==> src/rtl/stopwatch_ctrl.sv <==
// stopwatch_ctrl: run/pause/lap/clear sequencing and M:SS.T BCD accumulation of base_tick pulses
module stopwatch_ctrl #(
    parameter int MAX_MIN = 9
) (
    input  logic       sys_clk,
    input  logic       reset_n,
    input  logic       start_stop,
    input  logic       clear,
    input  logic       lap,
    input  logic       base_tick,
    output logic       timer_enb,
    output logic       running,
    output logic       lap_active,
    output logic       overflow,
    output logic [3:0] disp_tenths,
    output logic [3:0] disp_sec_ones,
    output logic [3:0] disp_sec_tens,
    output logic [3:0] disp_min
);
    typedef enum logic [1:0] {IDLE, RUN, PAUSE, LAP} state_t;

    localparam logic [3:0] LP_MAX = 4'(MAX_MIN);

    state_t      r_state;
    state_t      w_next;
    logic        r_timer_enb;
    logic        r_running;
    logic        r_lap_active;
    logic        r_overflow;
    logic [3:0]  r_t;
    logic [3:0]  r_so;
    logic [3:0]  r_st;
    logic [3:0]  r_m;
    logic [15:0] r_snap;
    logic [15:0] w_live;
    logic [15:0] w_disp;
    logic        w_tick;
    logic        w_clr;
    logic        w_c0;
    logic        w_c1;
    logic        w_c2;
    logic        w_wrap;

    // Clear beats start_stop, which beats lap; an illegal pulse never masks a lower one
    always_comb begin
        w_next = r_state;
        case (r_state)
            IDLE:    w_next = (start_stop && !clear) ? RUN : IDLE;
            RUN:     w_next = start_stop ? PAUSE : (lap ? LAP : RUN);
            LAP:     w_next = start_stop ? PAUSE : (lap ? RUN : LAP);
            PAUSE:   w_next = clear ? IDLE : (start_stop ? RUN : PAUSE);
            default: w_next = IDLE;
        endcase
    end

    assign w_clr  = clear && (r_state == IDLE || r_state == PAUSE);
    assign w_tick = base_tick && r_timer_enb;
    assign w_c0   = w_tick && r_t == 4'd9;
    assign w_c1   = w_c0 && r_so == 4'd9;
    assign w_c2   = w_c1 && r_st == 4'd5;
    assign w_wrap = w_c2 && r_m == LP_MAX;

    always_ff @(posedge sys_clk or negedge reset_n) begin
        if (!reset_n) begin
            r_state      <= IDLE;
            r_timer_enb  <= 1'b0;
            r_running    <= 1'b0;
            r_lap_active <= 1'b0;
        end else begin
            r_state      <= w_next;
            r_timer_enb  <= w_next == RUN || w_next == LAP;
            r_running    <= w_next == RUN || w_next == LAP;
            r_lap_active <= w_next == LAP;
        end
    end

    always_ff @(posedge sys_clk or negedge reset_n) begin
        if (!reset_n) begin
            r_t        <= 4'd0;
            r_so       <= 4'd0;
            r_st       <= 4'd0;
            r_m        <= 4'd0;
            r_overflow <= 1'b0;
        end else if (w_clr) begin
            r_t        <= 4'd0;
            r_so       <= 4'd0;
            r_st       <= 4'd0;
            r_m        <= 4'd0;
            r_overflow <= 1'b0;
        end else if (w_tick) begin
            r_t <= w_c0 ? 4'd0 : r_t + 4'd1;
            if (w_c0) r_so <= w_c1 ? 4'd0 : r_so + 4'd1;
            if (w_c1) r_st <= w_c2 ? 4'd0 : r_st + 4'd1;
            if (w_c2) r_m <= w_wrap ? 4'd0 : r_m + 4'd1;
            if (w_wrap) r_overflow <= 1'b1;
        end
    end

    // Snapshot takes the pre-increment count even if a tick lands on the lap edge
    always_ff @(posedge sys_clk or negedge reset_n) begin
        if (!reset_n) r_snap <= 16'h0;
        else if (r_state == RUN && w_next == LAP) r_snap <= w_live;
    end

    assign w_live        = {r_m, r_st, r_so, r_t};
    assign w_disp        = (r_state == LAP) ? r_snap : w_live;
    assign disp_min      = w_disp[15:12];
    assign disp_sec_tens = w_disp[11:8];
    assign disp_sec_ones = w_disp[7:4];
    assign disp_tenths   = w_disp[3:0];
    assign timer_enb     = r_timer_enb;
    assign running       = r_running;
    assign lap_active    = r_lap_active;
    assign overflow      = r_overflow;
endmodule

==> config.mk <==
export PLATFORM = sky130hd
export DESIGN_NAME = stopwatch_ctrl
export DESIGN_NICKNAME = d
export VERILOG_FILES = /design/src/rtl/stopwatch_ctrl.sv
export SDC_FILE = /design/constraint.sdc
export NUM_CORES = 1
export LEC_CHECK = 0
export ABC_CLOCK_PERIOD_IN_PS = 4530
export BUFFER_PORTS_ARGS = -buffer_cell sky130_fd_sc_hd__buf_2
export CAP_MARGIN = 20
export CELL_PAD_IN_SITES_DETAIL_PLACEMENT = 1
export CELL_PAD_IN_SITES_GLOBAL_PLACEMENT = 2
export CORE_ASPECT_RATIO = 1.25
export CORE_MARGIN = 3
export CORE_UTILIZATION = 34
export CTS_CLUSTER_DIAMETER = 40
export DETAILED_ROUTE_END_ITERATION = 10
export GPL_TIMING_DRIVEN = 0
export HOLD_SLACK_MARGIN = 0.1
export PLACE_DENSITY = 0.77
export SETUP_SLACK_MARGIN = 0.02
export SYNTH_ARGS = -nofsm -noshare
export SYNTH_HDL_FRONTEND = slang
export SYNTH_SLANG_ARGS = --single-unit
==> constraint.sdc <==
create_clock -name sys_clk -period 4.53 [get_ports sys_clk]
set_clock_uncertainty 0.1 [all_clocks]
set_input_delay 0.906 -clock sys_clk [delete_from_list [all_inputs] [get_ports sys_clk]]
set_output_delay 0.906 -clock sys_clk [all_outputs]
set_load 0.01 [all_outputs]
==> impl_metrics.py <==
metrics = {
    "placed_design": {
        "numPortBuffers": 25,
        "place_area_mm2": 0.002112,
        "gp_congestion": 0.7528,
        "dpl.hpwl_mm": 3.219,
        "dp_slack_ns": 1.602,
    },
    "hold_path": {
        "hold_depth": 1,
        "hp-start": "r_snap[1]",
        "hp-class": "reg -> reg",
        "whs_endpoint": "r_snap[1]",
    },
    "routing": {
        "avgRoutedWirePerCell_um": 16.45,
        "vias": 1433,
        "route.detailed.drc": 0,
        "drt_pass1_iterations": 4,
        "avgViaCountPerCell": 5.307,
        "ant_nets": 0,
        "drt_iter0_markers": 57,
        "totalWireLength_mm": 4.441,
    },
    "layout": {
        "drive_gt1_frac": 0.3221,
        "antenna_cells": 0,
        "area_growth_pct": 16.25,
        "final_core_util": 0.4219,
        "design_area_mm2": 0.002220,
        "nets": 221,
    },
    "global_routing": {
        "use_met3": 0.03348,
        "grt_max_degree": 37,
        "grt_pass1_wl_mm": 7.603,
        "overflow": 0,
        "antenna_found_initial": 0,
        "grt_usage": 0.1477,
        "use_met2": 0.2507,
        "grt_pass1_vias": 1573,
        "top_usage_layer": "met2",
        "use_met1": 0.1814,
    },
    "logic_synthesis": {
        "synth-edff-count": 0,
        "ys_seq_area_frac": 0.4718,
        "synth_top_area_share": 0.4718,
        "synth_area_mm2": 0.001909,
        "synth_top_area_cell": "dfrtp_1",
        "yosys_warnings": 0,
        "yosysMostFrequentCell": "dfrtp_1",
        "ys.flop_type": "dfrtp_1",
        "synthCells": 175,
        "synth_fp_nets": 189,
        "avgSynthCellArea_um2": 10.91,
        "async_reset_ff_frac": 1.000,
        "synth.mux.area_fraction": 0.1887,
        "synth_simple_gate_area_frac": 0.1704,
        "synthTopCellsByArea": "dfrtp_1, mux2_2, ha_1, a21oi_1, nand2_1",
        "synth_top_family_by_area": "multiplexers",
        "synth_commonest_cells": "dfrtp_1, mux2_2, a21oi_1",
        "synth_seq_cells": 36,
        "synth-xor-area-share": 0.009174,
        "synth_fa_ha_area_frac": 0.05242,
        "synth_cell_type_count": 34,
        "synth_compound_area_frac": 0.07667,
    },
    "setup_path": {
        "cp-end-kind": "primary output",
        "reg2reg_slack_ns": 2.18,
        "reg2reg_to": "r_m[2]",
        "cp.arrival_ns": 2.18,
        "reg2reg_depth": 6,
        "start_kind": "flip-flop",
        "crit_path_start": "r_state[0]",
        "crit_required_ns": 3.52,
        "worstSetupPathType": "reg -> out",
        "path_max_fanout": 10,
        "worstReg2RegStart": "r_t[0]",
    },
    "clock_tree": {
        "clk_latency_ns": 0.28,
        "htree_levels": 2,
        "hold_buffers": 0,
        "clkTransAtPathRegs_ns": 0.07,
        "clkSinkCount": 36,
        "root_buffer": "clkbuf_8",
        "cts_tree": "yes",
        "cts_resized": 0,
        "clk_path_buf_depth": 2,
        "cts_buffers": 5,
        "post_cts_buffers": 0,
    },
    "power_and_ir_drop": {
        "p_switching_mw": 0.1618,
        "p_leak_nw": 1.081,
        "combPwrFrac": 0.098,
        "switching_share": 0.2357,
        "p_seq_frac": 0.503,
        "ir_worst_vdd_mv": 0.1269,
        "p_int_mw": 0.5247,
        "power.total_mw": 0.6865,
        "powerDensity_mw_per_mm2": 309.3,
        "p_clk_frac": 0.400,
    },
    "timing": {
        "fmax_mhz": 314.4,
        "tns_ns": 0,
        "min_period_over_period": 0.7022,
        "final-max-slew-violation-count": 0,
        "fin_crit_ns": 3.181,
        "finalSetupViolCount": 0,
        "tightest_slew_ns": 0.8353,
        "slew_headroom": 0.4431,
        "rsz0062_at_grt": "false",
        "hold_viol_final": 0,
        "setup_slack_ns": 1.349,
    },
    "floorplanning": {
        "rows": 29,
        "die_area_mm2": 0.006557,
        "core-area_mm2": 0.005261,
        "io_pins": 26,
        "die_w_um": 73.03,
        "die_h_um": 89.79,
        "initial_core_util": 0.3629,
    },
    "run": {
        "max_cap_viol_count": 0,
    },
    "status": {
        "outcome": "finished, final reports clean",
    },
}
==> routing by layer <==
layer | part of all wire | routed length (um) | vias to the layer above
li1 | - | - | 686
met1 | 0.43 | 1907 | 722
met2 | 0.52 | 2331 | 19
met3 | 0.031 | 137 | 6
met4 | 0.015 | 65 | 0
met5 | 0 | 0 | -
==> per-stage QoR <==
stage	cells	hold WS, ns
3_5_place_dp	262	0.3750
6_report	270	0.3896
5_1_grt	270	0.4292
4_1_cts	270	0.3919
2_1_floorplan	175	0.3541
3_3_place_gp	262	0.3651
==> flip-flops by register name, indices dropped and copies added, names as in the netlist <==
signal / cells
r_snap: 16
r_m: 4
r_so: 4
r_st: 4
r_t: 4
r_state: 2
lap_active: 1
overflow: 1
==> worst max-delay path by stage <==
stage,endpoint,slack (ns),cells after the start
2_1_floorplan,disp_sec_ones[0],2.11,3
3_3_place_gp,disp_sec_tens[2],1.70,4
3_5_place_dp,disp_sec_tens[2],1.60,4
4_1_cts,disp_sec_tens[2],1.27,4
5_1_grt,disp_sec_tens[2],1.20,4
6_report,disp_sec_tens[2],1.35,4
==> cell families (layout without fill, tap and decap cells) <==
kind of cell / Yosys count / count (layout)
adder cells (fa/ha/maj): 8 / 8
flip-flops: 36 / 36
multiplexers: 32 / 32
AO/OA/AOI/OAI: 26 / 26
buffers and inverters: 14 / 47
XOR/XNOR: 2 / 2
AND/OR/NAND/NOR: 57 / 57
==> power groups by stage <==
stage | combinational, mW | clock, mW | sequential [mW]
6_report | 0.0671 | 0.274 | 0.345
3_5_place_dp | 0.0696 | 0 | 0.351
3_3_place_gp | 0.0658 | 0 | 0.350
2_1_floorplan | 0.0417 | 0 | 0.348
5_1_grt | 0.0763 | 0.302 | 0.347
4_1_cts | 0.0696 | 0.287 | 0.345
==> cells in the final DEF (no fill, tap or decap), types with 2 or more instances in the layout <==
cell / instances
a21oi_1: 13
mux2_1: 3
nand3b_1: 2
nand2_1: 12
o31ai_1: 2
ha_1: 8
nor2b_1: 6
o21ai_1: 2
nand3_1: 6
buf_2: 27
clkbuf_1: 6
or3_1: 4
and2_1: 2
and3b_1: 2
nor4_1: 3
o21ai_0: 6
or4_1: 3
nor2_1: 7
inv_1: 6
nor3_1: 4
dfrtp_1: 36
mux2_2: 29
clkbuf_8: 5
==> final cells by class <==
cell class | count | area (um2)
timing repair buffer | 25 | 125.1
inverter | 6 | 22.52
buffer | 8 | 36.28
multi-input combinational | 125 | 949.7
clock inverter | 2 | 35.03
clock buffer | 6 | 72.57
sequential | 36 | 900.9
tap | 62 | 77.57
fill | 599 | 3042
==> worst max-delay path, stage by stage (launching register included) <==
cell      delay (ns)
dfrtp_1         0.46
nand2_1         0.32
clkbuf_1        0.54
mux2_2          0.42
buf_2           0.14
No activity file was read; power rests on OpenSTA's default activity.
